$ cat src/rtl/servo_pkg.sv
// Constants and state encoding shared by the servo PWM generator and decoder.
package servo_pkg;

  localparam int DEF_PERIOD = 11;
  localparam int DEF_STEP   = 3;
  localparam int DEF_TOL    = 1;
  localparam int DEF_CW     = 8;

  typedef enum logic [1:0] {
    IDLE  = 2'd0,
    HIGH  = 2'd1,
    LOW   = 2'd2,
    STUCK = 2'd3
  } state_t;

endpackage

$ cat src/rtl/sync_edge.sv
// Two-flop synchronizer plus delay flop; everything resets high so a line
// that is already high when reset releases never produces a rising edge.
module sync_edge (
  input  logic clk,
  input  logic reset,
  input  logic din,
  output logic s,
  output logic rise,
  output logic fall
);

  logic meta;
  logic d;

  always_ff @(posedge clk) begin
    if (reset) begin
      meta <= 1'b1;
      s    <= 1'b1;
      d    <= 1'b1;
    end else begin
      meta <= din;
      s    <= meta;
      d    <= s;
    end
  end

  assign rise = s & ~d;
  assign fall = ~s & d;

endmodule

$ cat src/rtl/servo_pwm_decoder.sv
// Recovers the 2-bit servo angle code from a sampled PWM line and flags
// malformed frames (ERR pulse) and a stuck-high line (LOST level).
module servo_pwm_decoder
  import servo_pkg::*;
#(
  parameter int PERIOD = DEF_PERIOD,
  parameter int STEP   = DEF_STEP,
  parameter int TOL    = DEF_TOL,
  parameter int CW     = DEF_CW
) (
  input  logic       CLK,
  input  logic       reset,
  input  logic       PWM_IN,
  output logic [1:0] ANG,
  output logic       VALID,
  output logic       ERR,
  output logic       LOST
);

  localparam logic [CW-1:0] P_NOM = CW'(PERIOD);
  localparam logic [CW-1:0] P_LO  = CW'(PERIOD - TOL);
  localparam logic [CW-1:0] P_HI  = CW'(PERIOD + TOL);
  localparam logic [CW-1:0] C_ONE = CW'(1);

  function automatic logic [CW-1:0] sat_inc(input logic [CW-1:0] v);
    return (v == {CW{1'b1}}) ? v : v + C_ONE;
  endfunction

  logic s, rise, fall;

  sync_edge u_sync (
    .clk   (CLK),
    .reset (reset),
    .din   (PWM_IN),
    .s     (s),
    .rise  (rise),
    .fall  (fall)
  );

  state_t        state;
  logic [CW-1:0] hcnt, pcnt, lcnt;
  logic [CW-1:0] hcnt_n, pcnt_n, lcnt_n;
  logic          frame_ok;
  logic          dec_ok;
  logic [1:0]    dec_ang;
  int            h;

  assign hcnt_n   = sat_inc(hcnt);
  assign pcnt_n   = sat_inc(pcnt);
  assign lcnt_n   = sat_inc(lcnt);
  assign frame_ok = (pcnt >= P_LO) && (pcnt <= P_HI);

  // Nearest code within TOL of k*STEP; 2*TOL < STEP keeps the match unique.
  always_comb begin
    dec_ok  = 1'b0;
    dec_ang = 2'd0;
    h       = int'(hcnt);
    for (int k = 3; k >= 0; k--) begin
      if ((h + TOL >= k * STEP) && (h <= k * STEP + TOL)) begin
        dec_ok  = 1'b1;
        dec_ang = 2'(k);
      end
    end
  end

  always_ff @(posedge CLK) begin
    if (reset) begin
      state <= IDLE;
      hcnt  <= '0;
      pcnt  <= '0;
      lcnt  <= '0;
      ANG   <= 2'd0;
      VALID <= 1'b0;
      ERR   <= 1'b0;
      LOST  <= 1'b0;
    end else begin
      VALID <= 1'b0;
      ERR   <= 1'b0;
      case (state)
        IDLE: begin
          if (rise) begin
            state <= HIGH;
            hcnt  <= C_ONE;
            pcnt  <= C_ONE;
          end else if (!s) begin
            // A full period of low line is a legitimate ANG=0 frame.
            if (lcnt_n == P_NOM) begin
              VALID <= 1'b1;
              ANG   <= 2'd0;
              lcnt  <= '0;
            end else begin
              lcnt <= lcnt_n;
            end
          end
        end
        HIGH: begin
          if (fall) begin
            state <= LOW;
            pcnt  <= pcnt_n;
          end else begin
            hcnt <= hcnt_n;
            pcnt <= pcnt_n;
            if (hcnt_n >= P_NOM) begin
              ERR   <= 1'b1;
              LOST  <= 1'b1;
              state <= STUCK;
            end
          end
        end
        LOW: begin
          if (rise) begin
            if (frame_ok && dec_ok) begin
              VALID <= 1'b1;
              ANG   <= dec_ang;
            end else begin
              ERR <= 1'b1;
            end
            state <= HIGH;
            hcnt  <= C_ONE;
            pcnt  <= C_ONE;
          end else if (pcnt_n > P_HI) begin
            // Line went quiet: judge the last frame on its high time alone.
            if (dec_ok) begin
              VALID <= 1'b1;
              ANG   <= dec_ang;
            end else begin
              ERR <= 1'b1;
            end
            lcnt  <= '0;
            state <= IDLE;
          end else begin
            pcnt <= pcnt_n;
          end
        end
        STUCK: begin
          if (fall) begin
            LOST  <= 1'b0;
            lcnt  <= '0;
            state <= IDLE;
          end
        end
        default: state <= IDLE;
      endcase
    end
  end

endmodule
$ cat config.mk
export PLATFORM = sky130hd
export DESIGN_NAME = servo_pwm_decoder
export DESIGN_NICKNAME = d
export VERILOG_FILES = /design/src/rtl/servo_pkg.sv /design/src/rtl/sync_edge.sv /design/src/rtl/servo_pwm_decoder.sv
export SDC_FILE = /design/constraint.sdc
export NUM_CORES = 1
export LEC_CHECK = 0
export CORE_MARGIN = 1
export CORE_UTILIZATION = 58
export CTS_CLUSTER_SIZE = 30
export DETAILED_ROUTE_END_ITERATION = 10
export HOLD_SLACK_MARGIN = 0.03
export PLACE_DENSITY = 0.76
export SYNTH_ARGS = -nofsm -noshare
export SYNTH_HDL_FRONTEND = slang
export SYNTH_SLANG_ARGS = --single-unit
$ cat constraint.sdc
create_clock -name CLK -period 2.6 [get_ports CLK]
set_input_delay 0.52 -clock CLK [delete_from_list [all_inputs] [get_ports CLK]]
set_output_delay 0.52 -clock CLK [all_outputs]
set_load 0.005 [all_outputs]
==> summary.md <==
| Metric | Value |
|---|---|
| Clock Pin Slew Worst Setup and Hold Paths | 0.07 ns |
| Via count of the routed design | 2473 |
| Initial drt markers | 205 |
| Number of global-route vias before repair | 2233 |
| Status | complete, no violations |
| Pins Over Slew Limit | 0 |
| Leakage power | 0.9591 nW |
| Commonest register cell after synthesis | dfxtp_1 |
| Row count | 24 |
| Fillers | 396 |
| Final WL | 5962 um |
| Die W | 70.09 um |
| Largest cells by area after synthesis | dfxtp_1 25%, ha_1 5.6%, o21ai_0 4.8%, nor2_1 3.6%, nand2_1 3.2% |
| Synth Register Bits | 34 |
| Worst Tran Pin Value | 0.5477 ns |
| Setup-failing EPs final | 0 |
| Initial antenna violation count | 0 |
| Seq/Total Area, Yosys | 25.31% |
| Seq pwr share | 36.6% |
| Area occupied by multi-input gates | 1802 um2 |
| Post-synth EDFFs | 0 |
| Hold Vio Cnt, Final | 0 |
| Via-to-Cell Ratio | 6.457 |
| Final critical-path required period | 2.297 ns |
| Starting Density | 60.91% |
| Avg WL per Cell | 15.57 um |
| Area leader, netlist | dfxtp_1 |
| P&R area growth vs syn | 3.955% |
| HPWL Detailed | 4319 um |
| Post-CTS Setup Inserts | 0 |
| Hold Path Origin | u_sync.meta |
| Average instance area after synthesis | 8.002 um2 |
| Cell-internal power | 0.9807 mW |
| Max Cap Viol | 0 |
| Clock root buffer | clkbuf_8 |
| Worst R2R Start | hcnt[0] |
| Share of cells above drive strength 1 | 12.69% |
| Switch Pwr | 0.6091 mW |
| Final Skew | 0.006092 ns |
| Antenna viol nets, final | 0 |
| TritonCTS clock tree | done |
| Worst-Skew Late Latency | 0.29 ns |
| Commonest cells in the netlist | 34 x dfxtp_1, 26 x nor2_1, 26 x o21ai_0, 23 x nand2_1, 15 x a21oi_1 |
| Switch share | 38.31% |
| GR Util All Layers | 25.47% |
| Worst Setup SP | hcnt[0] |
| Yosys warns | 0 |
| Register cell area after layout | 680.7 um2 |
| Max-Slew Margin vs Limit | 63.41% |
| CTS H-Tree Depth | 2 |
| Syn Nets | 351 |
| Io pins | 8 |
| Synth top area share | 25.31% |
| Final period utilization | 88.34% |
| Die area | 4912 um2 |
| First-pass GRT wire length | 10220 um |
| CTS Sinks | 34 |
| Ys async rst share | 0% |
| Fmax | 0.4354 GHz |
| Top-count cell post-synth | dfxtp_1 |
| Synth cell types | 74 |
| Cells after Synth | 336 |
| Tot Pwr | 1.590 mW |
| CP required | 2.81 ns |
| RSZ-0062 raised after global routing | no |
| CP Capture Type | flop |
| Hold path cells | 1 |
| Fin Setup TNS | 0 ns |
| Clk pwr share | 25.7% |
| Netlist Area Pre-Place | 2689 um2 |
| Critical Path Start Type | flop |
| Path type of the worst min-delay path | reg -> reg |
| CTS resizes | 0 |
| Die Y | 70.09 um |
| PortBufs | 7 |
| CTS Buf Count | 5 |
| Number of diodes | 0 |
| RD Place Congestion | 0.8459 |
| Largest net degree at the start of global routing | 23 |
| Grt ovf | 0 |
| Nets | 345 |
| Drt drc | 0 |
| Peak supply drop | 309.0 uV |
| Standard cell core area | 4414 um2 |
| CTS Hold Buffers Added | 0 |
| Logic pwr share | 37.6% |
| Power Density | 568.8 nW/um2 |
| CP Data Arrival Time | 2.50 ns |
| Worst Path Max Fanout | 10 |
| Reg2Reg Depth | 7 |
| DRT Pass-1 Iters | 4 |
| CTS Buffer Depth | 2 |
| Critical path class | reg -> reg |
[final timing paths]
path,to,slack [ns]
min reg2reg,u_sync.s,0.41
max reg2reg,state[1],0.30
min,u_sync.s,0.41
max,state[1],0.30
[flip-flops by register name, indices dropped and copies added, names as in the netlist]
name	count
hcnt	8
lcnt	8
pcnt	8
ANG	2
state	2
ERR	1
LOST	1
VALID	1
u_sync.d	1
u_sync.meta	1
u_sync.s	1
[power by group through the flow]
| stage | clock network [mW] | logic (mW) | registers [mW] |
|---|---|---|---|
| 2_1_floorplan | 0 | 0.534 | 0.588 |
| 3_3_place_gp | 0 | 0.575 | 0.593 |
| 3_5_place_dp | 0 | 0.584 | 0.595 |
| 4_1_cts | 0.423 | 0.590 | 0.583 |
| 5_1_grt | 0.441 | 0.659 | 0.589 |
| 6_report | 0.409 | 0.598 | 0.583 |
[placed cells by master, fill, tap and decap left out, drive strengths merged, types with 4 or more instances in the layout]
| master | n |
|---|---|
| a211oi | 13 |
| a21oi | 17 |
| a31oi | 8 |
| and3 | 10 |
| and4 | 4 |
| buf | 6 |
| clkbuf | 7 |
| clkdlybuf4s50 | 7 |
| dfxtp | 34 |
| ha | 12 |
| inv | 11 |
| nand2 | 24 |
| nand2b | 11 |
| nand3 | 11 |
| nand4 | 9 |
| nor2 | 28 |
| nor2b | 6 |
| nor3 | 9 |
| nor4 | 5 |
| o21ai | 29 |
| o311ai | 4 |
| o31ai | 8 |
[kinds of logic after synthesis]
kind of cell             after synthesis  share of synthesized area, %
buffers and inverters                 37                         7.678
XOR/XNOR                               3                        0.9774
multiplexers                           2                        0.7446
AND/OR/NAND/NOR                      133                         27.97
AO/OA/AOI/OAI                        115                         31.74
flip-flops                            34                         25.31
adder cells (fa/ha/maj)               12                         5.584
[through the flow]
step	setup WS [ns]	instances	hold WS (ns)	util [%]	cell area, um2
2_1_floorplan	0.5567	336	0.3895	-	2689
3_3_place_gp	0.3779	375	0.3918	61.25	2704
3_5_place_dp	0.3409	375	0.3988	61.25	2704
4_1_cts	0.3322	383	0.4153	63.32	2795
5_1_grt	0.05378	383	0.4290	63.32	2795
6_report	0.3032	383	0.4138	63.32	2795
[critical path: stages (launching register included)]
cell,delay [ns]
dfxtp_1,0.50
ha_1,0.37
and3_1,0.33
xor2_1,0.10
a2111o_1,0.44
o21ai_1,0.21
nor2_1,0.08
o31ai_1,0.19
[layout make-up]
| cell class | instances | share of cell area (%) |
|---|---|---|
| Sequential cell | 34 | 24.35 |
| Clock inverter | 1 | 0.1791 |
| Tap cell | 52 | 2.328 |
| Multi-Input combinational cell | 265 | 64.46 |
| Clock buffer | 7 | 3.089 |
| Inverter | 11 | 1.477 |
| Timing Repair Buffer | 13 | 4.118 |
[metal layers]
| metal | routed length [um] | part of all wire [%] | up-vias | track usage (%) |
|---|---|---|---|---|
| li1 | - | - | 1258 | - |
| met1 | 2927 | 49 | 1149 | 35.86 |
| met2 | 2634 | 44 | 55 | 38.35 |
| met3 | 300 | 5.0 | 11 | 4.762 |
| met4 | 99 | 1.7 | 0 | 9.778 |
| met5 | 0 | 0 | - | 0 |
No activity file was read; power rests on OpenSTA's default activity.
